`config.mk`:
```
export PLATFORM = sky130hd
export DESIGN_NAME = eco32_core_xpu_fadd_align
export DESIGN_NICKNAME = d
export VERILOG_FILES = /design/src/rtl/eco32_core_xpu_fadd_pkg.sv /design/src/rtl/eco32_core_xpu_lzc.sv /design/src/rtl/eco32_core_xpu_fadd_align.sv
export SDC_FILE = /design/constraint.sdc
export NUM_CORES = 1
export LEC_CHECK = 0
export CELL_PAD_IN_SITES_DETAIL_PLACEMENT = 1
export CELL_PAD_IN_SITES_GLOBAL_PLACEMENT = 1
export CORE_MARGIN = 5
export CORE_UTILIZATION = 35
export CTS_CLUSTER_DIAMETER = 30
export DETAILED_ROUTE_END_ITERATION = 10
export PLACE_DENSITY = 0.72
export SLEW_MARGIN = 0
export SYNTH_ARGS = -nofsm -noshare
export SYNTH_HDL_FRONTEND = slang
export SYNTH_SLANG_ARGS = --single-unit
```
`constraint.sdc`:
```
create_clock -name clk -period 6.9 [get_ports clk]
set_input_delay 0.69 -clock clk [delete_from_list [all_inputs] [get_ports clk]]
set_output_delay 0.69 -clock clk [all_outputs]
set_load 0.02 [all_outputs]
```
`src/rtl/eco32_core_xpu_fadd_pkg.sv`:
```
// Shared constants for the eco32 XPU floating-point add/sub datapath.
// Provides width helpers for the extended (guard/round/sticky) operand,
// the alignment saturation threshold and the GRS bit positions.
package eco32_core_xpu_fadd_pkg;

    // Width of an extended operand: mantissa plus guard, round, sticky.
    function automatic int fadd_wx(input int mant_w);
        return mant_w + 3;
    endfunction

    // Width of a leading-zero count over the extended operand (0..W_X).
    function automatic int fadd_lz_w(input int mant_w);
        return $clog2(mant_w + 4);
    endfunction

    // Any alignment shift at or beyond this leaves only the sticky bit.
    function automatic int fadd_sat_shift(input int mant_w);
        return mant_w + 3;
    endfunction

    localparam int GRS_G_BIT = 2;
    localparam int GRS_R_BIT = 1;
    localparam int GRS_S_BIT = 0;

endpackage

```
`src/rtl/eco32_core_xpu_lzc.sv`:
```
// Combinational leading-zero counter (priority encoder).
// Ports:
//   value  in  W      vector to scan, MSB first
//   count  out CNT_W  number of leading zeros; W when value is all zero
module eco32_core_xpu_lzc #(
    parameter int W     = 27,
    parameter int CNT_W = $clog2(W + 1)
) (
    input  logic [W-1:0]     value,
    output logic [CNT_W-1:0] count
);

    // Scan upward so the most significant set bit is the last to assign.
    always_comb begin
        count = CNT_W'(W);
        for (int i = 0; i < W; i++) begin
            if (value[i]) begin
                count = CNT_W'(W - 1 - i);
            end
        end
    end

endmodule

```
`src/rtl/eco32_core_xpu_fadd_align.sv`:
```
// eco32 XPU floating-point add/sub alignment and magnitude core.
// Aligns the smaller-exponent mantissa with full guard/round/sticky
// capture, adds or subtracts, returns a magnitude with sign-flip flag,
// and counts leading zeros for the normaliser. Three-stage valid pipeline
// with flush.
// Ports:
//   clk, rst          clock; asynchronous active-high reset
//   i_stb, i_flush    input valid; kill all in-flight operations
//   i_exp_diff        exp_a - exp_b (unsigned, exp_a >= exp_b)
//   i_mant_a/b        larger / smaller exponent mantissas
//   i_sub             1 = effective subtraction
//   o_stb             result valid (3 edges after i_stb)
//   o_carry, o_mant, o_grs   result magnitude {carry, mant, g, r, s}
//   o_sign_flip       a - b was negative; magnitude returned
//   o_zero, o_lz      exact zero; leading zeros of {o_mant, o_grs}
module eco32_core_xpu_fadd_align
    import eco32_core_xpu_fadd_pkg::*;
#(
    parameter int MANT_W = 24,
    parameter int EXP_W  = 8,
    parameter int LZ_W   = fadd_lz_w(MANT_W)
) (
    input  logic              clk,
    input  logic              rst,
    input  logic              i_stb,
    input  logic              i_flush,
    input  logic [EXP_W-1:0]  i_exp_diff,
    input  logic [MANT_W-1:0] i_mant_a,
    input  logic [MANT_W-1:0] i_mant_b,
    input  logic              i_sub,
    output logic              o_stb,
    output logic              o_carry,
    output logic [MANT_W-1:0] o_mant,
    output logic [2:0]        o_grs,
    output logic              o_sign_flip,
    output logic              o_zero,
    output logic [LZ_W-1:0]   o_lz
);

    localparam int W_X       = fadd_wx(MANT_W);
    localparam int SAT_SHIFT = fadd_sat_shift(MANT_W);

    // Coarse shift of {b, 000} by a multiple of 4; returns {shifted, sticky}.
    // Shifts past the saturation point keep only |b as sticky.
    function automatic logic [W_X:0] align_coarse(input logic [MANT_W-1:0] b,
                                                  input logic [EXP_W-1:0]  amt);
        logic [2*W_X-1:0] wide;
        logic [W_X:0]     res;
        if (int'(amt) >= SAT_SHIFT) begin
            res = {{W_X{1'b0}}, |b};
        end else begin
            wide = {b, 3'b000, {W_X{1'b0}}} >> amt;
            res  = {wide[2*W_X-1:W_X], |wide[W_X-1:0]};
        end
        return res;
    endfunction

    // Fine shift by 0..3 and fold all lost bits into the sticky position.
    function automatic logic [W_X-1:0] align_fine(input logic [W_X-1:0] c,
                                                  input logic           st,
                                                  input logic [1:0]     sh);
        logic [W_X+2:0] wide;
        logic [W_X-1:0] bx;
        wide = {c, 3'b000} >> sh;
        bx   = wide[W_X+2:3];
        bx[GRS_S_BIT] = bx[GRS_S_BIT] | st | (|wide[2:0]);
        return bx;
    endfunction

    // Magnitude of a signed sum; the sum never needs more than W_X+1 bits.
    function automatic logic [W_X:0] abs_mag(input logic signed [W_X+1:0] r);
        logic signed [W_X+1:0] n;
        n = -r;
        return r[W_X+1] ? n[W_X:0] : r[W_X:0];
    endfunction

    logic [EXP_W-1:0] coarse_amt;
    logic [W_X:0]     coarse_res;

    logic              vld_p1;
    logic              sub_p1;
    logic [MANT_W-1:0] mant_a_p1;
    logic [W_X-1:0]    coarse_p1;
    logic              sticky_p1;
    logic [1:0]        fine_p1;

    logic [W_X-1:0]          bx_s2;
    logic signed [W_X+1:0]   res_s2;

    logic         vld_p2;
    logic [W_X:0] mag_p2;
    logic         flip_p2;

    logic [LZ_W-1:0] lz_s3;
    logic            zero_s3;

    assign coarse_amt = {i_exp_diff[EXP_W-1:2], 2'b00};
    assign coarse_res = align_coarse(i_mant_b, coarse_amt);

    assign bx_s2  = align_fine(coarse_p1, sticky_p1, fine_p1);
    assign res_s2 = sub_p1 ? (signed'({2'b00, mant_a_p1, 3'b000}) - signed'({2'b00, bx_s2}))
                           : (signed'({2'b00, mant_a_p1, 3'b000}) + signed'({2'b00, bx_s2}));

    eco32_core_xpu_lzc #(
        .W     (W_X),
        .CNT_W (LZ_W)
    ) u_lzc (
        .value (mag_p2[W_X-1:0]),
        .count (lz_s3)
    );

    assign zero_s3 = (mag_p2 == '0);

    always_ff @(posedge clk or posedge rst) begin
        if (rst) begin
            vld_p1      <= 1'b0;
            sub_p1      <= 1'b0;
            mant_a_p1   <= '0;
            coarse_p1   <= '0;
            sticky_p1   <= 1'b0;
            fine_p1     <= '0;
            vld_p2      <= 1'b0;
            mag_p2      <= '0;
            flip_p2     <= 1'b0;
            o_stb       <= 1'b0;
            o_carry     <= 1'b0;
            o_mant      <= '0;
            o_grs       <= '0;
            o_sign_flip <= 1'b0;
            o_zero      <= 1'b0;
            o_lz        <= '0;
        end else begin
            // S1: coarse alignment
            vld_p1    <= i_stb & ~i_flush;
            sub_p1    <= i_sub;
            mant_a_p1 <= i_mant_a;
            coarse_p1 <= coarse_res[W_X:1];
            sticky_p1 <= coarse_res[0];
            fine_p1   <= i_exp_diff[1:0];
            // S2: fine alignment, add/sub, magnitude
            vld_p2    <= vld_p1 & ~i_flush;
            mag_p2    <= abs_mag(res_s2);
            flip_p2   <= res_s2[W_X+1];
            // S3: leading-zero count, zero detect, outputs
            o_stb       <= vld_p2 & ~i_flush;
            o_carry     <= mag_p2[W_X];
            o_mant      <= mag_p2[W_X-1:3];
            o_grs       <= {mag_p2[GRS_G_BIT], mag_p2[GRS_R_BIT], mag_p2[GRS_S_BIT]};
            o_sign_flip <= flip_p2;
            o_zero      <= zero_s3;
            o_lz        <= (zero_s3 | mag_p2[W_X]) ? '0 : lz_s3;
        end
    end

endmodule

```
==> results of run 1 <==
==> state kept, by name (all words and copies together) (netlist names) <==
signal / flops
coarse_p1: 27
fine_p1: 2
flip_p2: 1
mag_p2: 28
mant_a_p1: 24
o_carry: 1
o_grs: 3
o_lz: 5
o_mant: 24
o_sign_flip: 1
o_stb: 1
o_zero: 1
sticky_p1: 1
sub_p1: 1
vld_p1: 1
vld_p2: 1
==> how the worst max path moves through the flow <==
stage,startpoint,end,depth (start not counted)
after floorplan,fine_p1[1],mag_p2[26],17
after global placement,fine_p1[1],mag_p2[26],14
after detailed placement,fine_p1[0],mag_p2[26],14
after CTS,fine_p1[0],mag_p2[26],14
after global routing,fine_p1[0],mag_p2[27],14
final,fine_p1[0],mag_p2[26],14
==> final cells by class <==
class | instances | share of cell area, %
clock inverter | 15 | 2.047
multi-input combinational | 749 | 48.71
sequential | 122 | 29.38
clock buffer | 17 | 4.094
tap | 324 | 3.901
inverter | 60 | 2.191
timing repair buffer | 102 | 9.681
==> cells by family after synthesis <==
| group | count (synthesis) | synth area share, % |
|---|---|---|
| XOR/XNOR | 46 | 4.723 |
| adder cells (fa/ha/maj) | 51 | 7.568 |
| buffers and inverters | 110 | 4.884 |
| flip-flops | 122 | 35.79 |
| AO/OA/AOI/OAI | 253 | 18.63 |
| AND/OR/NAND/NOR | 349 | 20.92 |
| multiplexers | 50 | 7.495 |
==> critical path, delay by kind of cell (launching register included) <==
family | cells | cell delay [ns]
AO/OA/AOI/OAI | 6 | 1.59
buffers and inverters | 1 | 0.46
adder cells (fa/ha/maj) | 1 | 0.41
XOR/XNOR | 2 | 0.40
multiplexers | 1 | 0.19
flip-flops | 1 | 0.91
AND/OR/NAND/NOR | 3 | 1.49
==> layout by cell type (no fill, tap or decap), drive strengths merged, types with 17 or more instances in the layout <==
cell / count
nor2b: 23
nor3: 37
a31oi: 19
nand2: 69
a21oi: 78
ha: 50
o21ai: 60
nor2: 103
inv: 65
nand3: 21
dfrtp: 122
clkdlybuf4s50: 96
or2: 24
clkbuf: 17
mux2i: 20
mux2: 21
xnor2: 37
==> power breakdown <==
group          internal (uW)  switching (uW)
Clock                    612             352
Combinational            290             391
Sequential               810            68.1
==> stage by stage <==
step	total power, uW	setup WS [ns]	cells
final	2524	1.303	1389
after global routing	2660	0.7608	1389
after CTS	2552	1.288	1389
after detailed placement	1566	1.356	1357
after global placement	1549	1.645	1357
after floorplan	1312	2.162	981
==> layer usage <==
metal | up-vias | wire length [um] | track usage [%]
met1 | 3662 | 11010 | 22.65
met2 | 165 | 11950 | 30.08
li1 | 3632 | - | -
met4 | 0 | 526 | 5.631
met3 | 38 | 1008 | 3.475
met5 | - | 0 | 0
==> run_results.csv, run 1 <==
group,metric,value,unit
floorplan,num_rows,57,
floorplan,die-area,27600,um^2
detailed_routing,wirelength,24490,um
critical_path,crit_path_start_kind,"flip-flop",
critical_path,cp_slowest_cell,"dfrtp_1",
grt,grt_pass1_vias,7800,
critical_path,end_kind,"flip-flop",
placement,dp_hpwl,19040,um
timing,slew_viol_final,0,
critical_path,crit_fanout,31,
critical_path,critPathArrivalTime,5.89,ns
clock_tree,ctsResizeCount,0,
clock_tree,cts_buffers,17,
yosys,synth_area_leaders,"dfrtp_1 36%, ha_1 7.3%, a21oi_1 4.6%, nor2_1 4.5%, xnor2_1 3.8%",
yosys,synth.net_count,1093,
timing,hold_violations,0,
critical_path,r2r_slack,1.30,ns
yosys,synth_edf_count,0,
placement,gp_congestion,0.8763,
run,maxCapViolations,0,
yosys,synth_ff_type,"dfrtp_1",
cells_and_area,drive_gt1_share,9.671,%
clock_tree,cts_sinks,122,
min_path,min_to,"o_sign_flip",
yosys,yosysMostFrequentCell,"dfrtp_1",
detailed_routing,wl_per_cell,17.63,um
critical_path,critPathMaxStageDelay,0.91,ns
timing,rsz0062_at_grt,"no",
yosys,syn_area,8531,um^2
clock_tree,h-tree-depth,4,
min_path,min_path_type,"flip-flop to flip-flop",
timing,holdWs,0.3612,ns
yosys,synth_commonest_cells,"122 x dfrtp_1, 102 x nor2_1, 78 x a21oi_1",
timing,fin_worst_skew,0.01127,ns
min_path,min_from,"flip_p2",
run_status,status,"finished, final reports clean",
clock_tree,post_cts_buffers,0,
timing,tns,0,ns
yosys,synth_seq_area_share,35.79,%
min_path,hold_depth,0,
timing,max_freq,0.1787,GHz
critical_path,criticalPathCategory,"flip-flop to flip-flop",
pwr,p_leak,0.004476,uW
cells_and_area,num-fill-cells,2781,
critical_path,crit_path_frequent_cell,"o21ai_0",
grt,grtUsageTotal,17.66,%
timing,period_needed,5.597,ns
clock_tree,postCtsHoldBufs,0,
floorplan,die_h,166.1,um
grt,grt_pass1_wl,40370,um
critical_path,required,7.20,ns
grt,grt.overflow.total,0,
timing,finalCritPeriodShare,81.11,%
cells_and_area,multi_input_area,5061,um^2
clock_tree,cts.clk_slew.worst_paths,0.06,ns
critical_path,rr_endpoint,"mag_p2[26]",
cells_and_area,syn_to_final_growth,21.81,%
critical_path,regToRegStartpoint,"fine_p1[0]",
yosys,synth_cell_types,67,
cells_and_area,seq_area,3053,um^2
clock_tree,cts_tree,"yes",
yosys,ys_seq_elements,122,
grt,grt_start_max_net_pins,85,
timing,max-slew-margin-rel,26.61,%
cells_and_area,post-route-util,42.98,%
clock_tree,worstSkewPairLatency,0.42,ns
floorplan,die_x,166.1,um
floorplan,initial_utilization,35.28,%
clock_tree,root_buffer,"clkbuf_16",
clock_tree,cts_buffer_depth,2,
yosys,synth_cells,981,
yosys,async_flop_share,100.0,%
pwr,power_density,242.9,nW/um^2
critical_path,r2r_cells,14,
yosys,yosys_warnings,0,
cells_and_area,fin_area,10390,um^2
yosys,syn_avg_cell_area,8.696,um^2
cells_and_area,nets,1164,
yosys,synth_top_area_share,35.79,%
detailed_routing,first_iter_violations,374,
pwr,ir_drop,115.8,uV
detailed_routing,post-route-drc-count,0,
detailed_routing,detail_route.vias_per_cell,5.397,
yosys,synth_top_area_cell,"dfrtp_1",
floorplan,num_io_pins,97,
timing,setup-violations-final,0,
grt,antenna_found_initial,0,
critical_path,path_cells,"inv_1 > or2_2 > o21ai_0 > ha_1 > a21oi_1 > o21ai_0 > a311oi_1 > o21ai_1 > mux2i_1 > xnor2_1 > or4b_2 > nor4_4 > a41oi_1 > xor2_1",
detailed_routing,final_antenna_net_count,0,
placement,dpl_cell_area,9753,um^2
floorplan,coreArea,24180,um^2
detailed_routing,first_pass_iters,4,
timing,max_slew.worst_pin.slew,1.101,ns
cells_and_area,antenna_cells,0,
detailed_routing,vias,7497,
placement,port-buffer-count,96,
Note: power is estimated with default switching activity, not from simulation.
==> inputs of run 2 (changes only) <==
==> constraint.sdc (replaced) <==
create_clock -name clk -period 5.46 [get_ports clk]
set_input_delay 0.546 -clock clk [delete_from_list [all_inputs] [get_ports clk]]
set_output_delay 0.546 -clock clk [all_outputs]
set_load 0.02 [all_outputs]
==> run 2 against run 1 <==
  * Sequential cell count is the same
  * Count of clock-buffer cells in the layout grew 2
  * Sequential share of layout area shrank 0.18 points
  * Clock power grew 26%
  * Critical endpoint is now mag_p2[24]
==> run_results.csv, run 2 (same netlist as run 1, synthesis figures left out) <==
group,metric,value,unit
run_status,status,"finished, final reports clean",
timing,hold_violations,0,
cells_and_area,top_regs,"mag_p2: 28 flops, coarse_p1: 27 flops",
pwr,p_seq_share,34.6,%
pwr,intPower,2177,uW
floorplan,die_x,166.1,um
floorplan,initial_utilization,35.28,%
cells_and_area,multi_input_area,5061,um^2
cells_and_area,antenna_cells,0,
grt,grt_pass1_wl,40390,um
grt,grt_pass1_vias,7787,
critical_path,required,5.75,ns
cells_and_area,most-common-layout-cells,"122 x dfrtp_1, 102 x nor2_1, 96 x clkdlybuf4s50_1, 78 x a21oi_1, 69 x nand2_1",
floorplan,die-area,27600,um^2
floorplan,die_h,166.1,um
pwr,power_switching,1015,uW
grt,grtUsageTotal,17.63,%
pwr,p_leak,0.004514,uW
cells_and_area,syn_to_final_growth,22.56,%
timing,fin_worst_skew,0.01310,ns
pwr,swShare,31.80,%
floorplan,coreArea,24180,um^2
detailed_routing,post-route-drc-count,0,
timing,max_slew.worst_pin.slew,0.9290,ns
grt,grt_start_max_net_pins,79,
detailed_routing,first_iter_violations,356,
timing,finalCritPeriodShare,93.84,%
pwr,power_density,305.3,nW/um^2
clock_tree,root_buffer,"clkbuf_16",
floorplan,num_io_pins,97,
timing,slew_viol_final,0,
timing,tns,0,ns
timing,holdWs,0.3664,ns
timing,max_freq,0.1952,GHz
detailed_routing,wl_per_cell,17.45,um
floorplan,num_rows,57,
pwr,clock_power_share,38.0,%
detailed_routing,wirelength,24400,um
timing,setup-violations-final,0,
cells_and_area,drive_gt1_share,10.34,%
cells_and_area,largest_register_ffs,28,
detailed_routing,first_pass_iters,4,
clock_tree,worstSkewPairLatency,0.42,ns
run,maxCapViolations,0,
detailed_routing,detail_route.vias_per_cell,5.335,
critical_path,crit_path_start_kind,"flip-flop",
detailed_routing,vias,7459,
clock_tree,cts_buffers,17,
timing,layout_setup_ws,0.3363,ns
clock_tree,cts.clk_slew.worst_paths,0.06,ns
cells_and_area,regMostFlops,"mag_p2",
clock_tree,cts_tree,"yes",
cells_and_area,final_common_cell,"dfrtp_1",
clock_tree,cts_sinks,122,
critical_path,end_kind,"flip-flop",
placement,port-buffer-count,96,
clock_tree,cts_buffer_depth,2,
timing,max-slew-margin-rel,37.87,%
placement,gp_congestion,0.8847,
timing,rsz0062_at_grt,"no",
cells_and_area,post-route-util,43.24,%
critical_path,criticalPathCategory,"flip-flop to flip-flop",
clock_tree,post_cts_buffers,0,
cells_and_area,seq_area,3053,um^2
placement,dpl_worst_slack,0.3633,ns
min_path,min_path_type,"flip-flop to flip-flop",
critical_path,crit_fanout,16,
pwr,comb_power_share,27.3,%
clock_tree,ctsResizeCount,0,
clock_tree,postCtsHoldBufs,0,
critical_path,critPathArrivalTime,5.41,ns
placement,dp_hpwl,19240,um
detailed_routing,final_antenna_net_count,0,
timing,period_needed,5.124,ns
pwr,ir_drop,136.9,uV
cells_and_area,num-fill-cells,2793,
cells_and_area,nets,1173,
grt,grt.overflow.total,0,
grt,antenna_found_initial,0,
clock_tree,h-tree-depth,4,
-- run 2: cell types whose count changed in the layout (fill, tap and decap cells not counted), sizes merged --
cell / change
clkbuf: +2
clkinvlp: +1
inv: -4
buf: +9
clkinv: +1
-- run 2: path summary, 6_finish.rpt --
| kind | startpoint | endpoint | slack [ns] | cells after the start |
|---|---|---|---|---|
| max | fine_p1[1] | mag_p2[24] | 0.34 | 15 |
| max in group asynchronous | rst | mant_a_p1[7] | 3.67 | 3 |
| min reg2reg | flip_p2 | o_sign_flip | 0.37 | 0 |
| min in group asynchronous | rst | o_stb | 0.70 | 2 |
| min | flip_p2 | o_sign_flip | 0.37 | 0 |
| max reg2reg | fine_p1[1] | mag_p2[24] | 0.34 | 15 |
-- run 2: power groups by stage --
stage,Sequential (uW),Clock (uW),Combinational (uW)
floorplan,1170,0,485
global placement,1110,0,853
detailed placement,1120,0,870
CTS,1110,1250,877
global route,1120,1300,951
finish,1110,1210,872
-- run 2: through the flow --
stage	total power (uW)	instances	cell area, um^2
finish	3192	1398	10460
global route	3370	1398	10460
CTS	3229	1398	10460
detailed placement	1991	1366	9821
global placement	1968	1366	9821
floorplan	1658	981	8531
-- run 2: worst max-delay path, cell delays in order (launching register included) --
cell       delay [ns]
dfrtp_1          0.71
buf_4            0.25
mux2_2           0.34
or2_2            0.27
nand2_1          0.09
ha_1             0.34
nor2b_1          0.10
nor4_1           0.49
a211oi_1         0.23
a211oi_1         0.29
a2bb2oi_1        0.21
a311oi_1         0.13
or4b_2           0.83
nor4_4           0.35
a41oi_1          0.19
xor2_1           0.17
-- run 2: metal layers --
layer  global-route usage [%]  wire, um  part of all wire [%]  vias to the layer above
met1                    23.03     11150                    46                     3614
met2                    29.35     11640                    48                      160
met3                    3.118       945                   3.9                       38
met4                    6.528       667                   2.7                        0
met5                        0         0                     0                        -
li1                         -         -                     -                     3647
-- run 2: area by class of cell --
| cell class | instances | share of cell area (%) |
|---|---|---|
| Multi-Input combinational cell | 749 | 48.41 |
| Sequential cell | 122 | 29.20 |
| Timing Repair Buffer | 111 | 10.27 |
| Clock buffer | 19 | 4.236 |
| Tap cell | 324 | 3.877 |
| Inverter | 60 | 2.178 |
| Clock inverter | 13 | 1.831 |
==> inputs of run 3 (changes only) <==
--- a/config.mk
+++ b/config.mk
@@ -8,10 +8,10 @@
 export CELL_PAD_IN_SITES_DETAIL_PLACEMENT = 1
 export CELL_PAD_IN_SITES_GLOBAL_PLACEMENT = 1
 export CORE_MARGIN = 5
-export CORE_UTILIZATION = 35
+export CORE_UTILIZATION = 40
 export CTS_CLUSTER_DIAMETER = 30
 export DETAILED_ROUTE_END_ITERATION = 10
-export PLACE_DENSITY = 0.72
+export PLACE_DENSITY = 0.8
 export SLEW_MARGIN = 0
 export SYNTH_ARGS = -nofsm -noshare
 export SYNTH_HDL_FRONTEND = slang
==> run 3 against run 2 <==
  * Die area shrank 12%
  * Final cell count shrank 3.8%
  * Largest power group is now sequential cells
  * Largest cell class unchanged
  * Design area shrank 1.3%
==> run_results.csv, run 3 (same netlist as run 1, synthesis figures left out) <==
group,metric,value,unit
run_status,status,"finished, final reports clean",
clock_tree,cts_tree,"yes",
floorplan,die-area,24350,um^2
timing,period_needed,5.082,ns
grt,grtUsageTotal,20.38,%
clock_tree,worstSkewPairLatency,0.41,ns
floorplan,num_io_pins,97,
grt,antenna_found_initial,0,
clock_tree,postCtsHoldBufs,0,
detailed_routing,post-route-drc-count,0,
timing,max-slew-margin-rel,34.05,%
clock_tree,cts_sinks,122,
cells_and_area,antenna_cells,0,
cells_and_area,seq_area,3053,um^2
critical_path,end_kind,"flip-flop",
cells_and_area,fin_area,10320,um^2
timing,slew_viol_final,0,
cells_and_area,final_common_cell,"dfrtp_1",
pwr,swShare,32.71,%
grt,grt_start_max_net_pins,78,
critical_path,critPathArrivalTime,5.36,ns
placement,gp_congestion,0.9113,
critical_path,crit_path_start_kind,"flip-flop",
timing,finalCritPeriodShare,93.08,%
pwr,clock_power_share,35.9,%
timing,setup-violations-final,0,
min_path,min_path_type,"flip-flop to flip-flop",
timing,rsz0062_at_grt,"no",
grt,grt.overflow.total,0,
clock_tree,cts.clk_slew.worst_paths,0.06,ns
grt,grt_pass1_wl,40170,um
timing,tns,0,ns
cells_and_area,largest_register_ffs,28,
pwr,power_density,299.5,nW/um^2
detailed_routing,detail_route.vias_per_cell,5.622,
detailed_routing,wl_per_cell,18.10,um
critical_path,criticalPathCategory,"flip-flop to flip-flop",
clock_tree,cts_buffers,17,
placement,dp_hpwl,19290,um
detailed_routing,first_iter_violations,443,
floorplan,die_x,156.0,um
pwr,comb_power_share,28.3,%
grt,grt_pass1_vias,7895,
placement,dpl_worst_slack,0.3551,ns
critical_path,required,5.74,ns
cells_and_area,syn_to_final_growth,21.02,%
clock_tree,cts_buffer_depth,2,
placement,port-buffer-count,96,
cells_and_area,post-route-util,49.11,%
cells_and_area,most-common-layout-cells,"122 x dfrtp_1, 102 x nor2_1, 96 x clkdlybuf4s50_1, 77 x a21oi_1, 69 x nand2_1",
floorplan,die_h,156.0,um
cells_and_area,nets,1169,
floorplan,initial_utilization,40.58,%
critical_path,crit_fanout,17,
timing,max_slew.worst_pin.slew,0.9862,ns
pwr,p_seq_share,35.8,%
detailed_routing,wirelength,24350,um
detailed_routing,first_pass_iters,5,
cells_and_area,drive_gt1_share,10.19,%
floorplan,num_rows,53,
placement,dpl_cell_area,9729,um^2
clock_tree,h-tree-depth,4,
pwr,ir_drop,165.2,uV
detailed_routing,vias,7561,
clock_tree,root_buffer,"clkbuf_16",
critical_path,r2r_slack,0.38,ns
pwr,p_leak,0.004480,uW
cells_and_area,regMostFlops,"mag_p2",
floorplan,coreArea,21020,um^2
detailed_routing,final_antenna_net_count,0,
timing,max_freq,0.1968,GHz
timing,hold_violations,0,
pwr,power_switching,1011,uW
cells_and_area,multi_input_area,5070,um^2
cells_and_area,num-fill-cells,2455,
timing,layout_setup_ws,0.3780,ns
run,maxCapViolations,0,
cells_and_area,top_regs,"mag_p2: 28 flops, coarse_p1: 27 flops",
pwr,intPower,2081,uW
timing,fin_worst_skew,0.01178,ns
## run 3: cell count changes in the layout (fill, tap and decap cells not counted)
cell	previous run	this run
bufinv_16	4	2
buf_4	15	11
nor3b_2	0	1
a21oi_2	0	1
clkinvlp_4	3	2
clkinv_4	3	4
a21oi_1	78	77
nor3b_1	2	1
clkinv_2	1	3
## run 3: layout make-up
cell class	instances	share of cell area, %
multi-input cells	749	49.11
flip-flops and latches	122	29.57
repair buffers	107	10.11
clock buffers	19	4.290
well taps	275	3.333
inverters	60	2.206
clock inverters	13	1.382
## run 3: what timing repair did
| action | in CTS | in global routing |
|---|---|---|
| endpoints found under the setup margin | 0 | 9 |
| resized for setup | 0 | 2 |
| setup buffers | 0 | 0 |
## run 3: critical path, cell delays in order, from the launching register on
cell	delay [ns]
dfrtp_1	0.62
buf_4	0.33
mux2_2	0.37
or2_2	0.27
nand2_1	0.08
ha_1	0.34
nor2b_1	0.10
nor4_1	0.45
a211oi_1	0.22
a211oi_1	0.30
a2bb2oi_1	0.18
a311oi_1	0.12
or4b_2	0.83
nor4_4	0.37
a31oi_1	0.17
xnor2_1	0.17
## run 3: worst paths after layout
| kind | from | endpoint | cells past startpoint |
|---|---|---|---|
| setup / recovery | fine_p1[1] | mag_p2[23] | 15 |
| hold / removal | flip_p2 | o_sign_flip | 0 |
| setup reg to reg | fine_p1[1] | mag_p2[23] | 15 |
| hold reg to reg | flip_p2 | o_sign_flip | 0 |
| max in group asynchronous | rst | mant_a_p1[8] | 3 |
| min in group asynchronous | rst | o_grs[1] | 2 |
## run 3: stage by stage
step / hold WS, ns / total power, uW / cells
2_1_floorplan: 0.3312 / 1658 / 981
3_3_place_gp: 0.3323 / 1962 / 1313
4_1_cts: 0.3689 / 3116 / 1345
6_report: 0.3654 / 3092 / 1345
5_1_grt: 0.3672 / 3251 / 1345
3_5_place_dp: 0.3395 / 1990 / 1313
## run 3: power by group through the flow
stage / combinational, uW / sequential (uW) / clock, uW
CTS: 874 / 1110 / 1130
global route: 954 / 1130 / 1170
floorplan: 485 / 1170 / 0
detailed placement: 867 / 1120 / 0
global placement: 849 / 1110 / 0
finish: 876 / 1110 / 1110
## run 3: per-layer routing
layer | GRT usage [%] | share of wire [%] | up-vias
li1 | - | - | 3649
met1 | 26.23 | 45 | 3686
met2 | 35.00 | 49 | 195
met3 | 3.523 | 4.7 | 31
met4 | 6.419 | 1.8 | 0
met5 | 0 | 0 | -
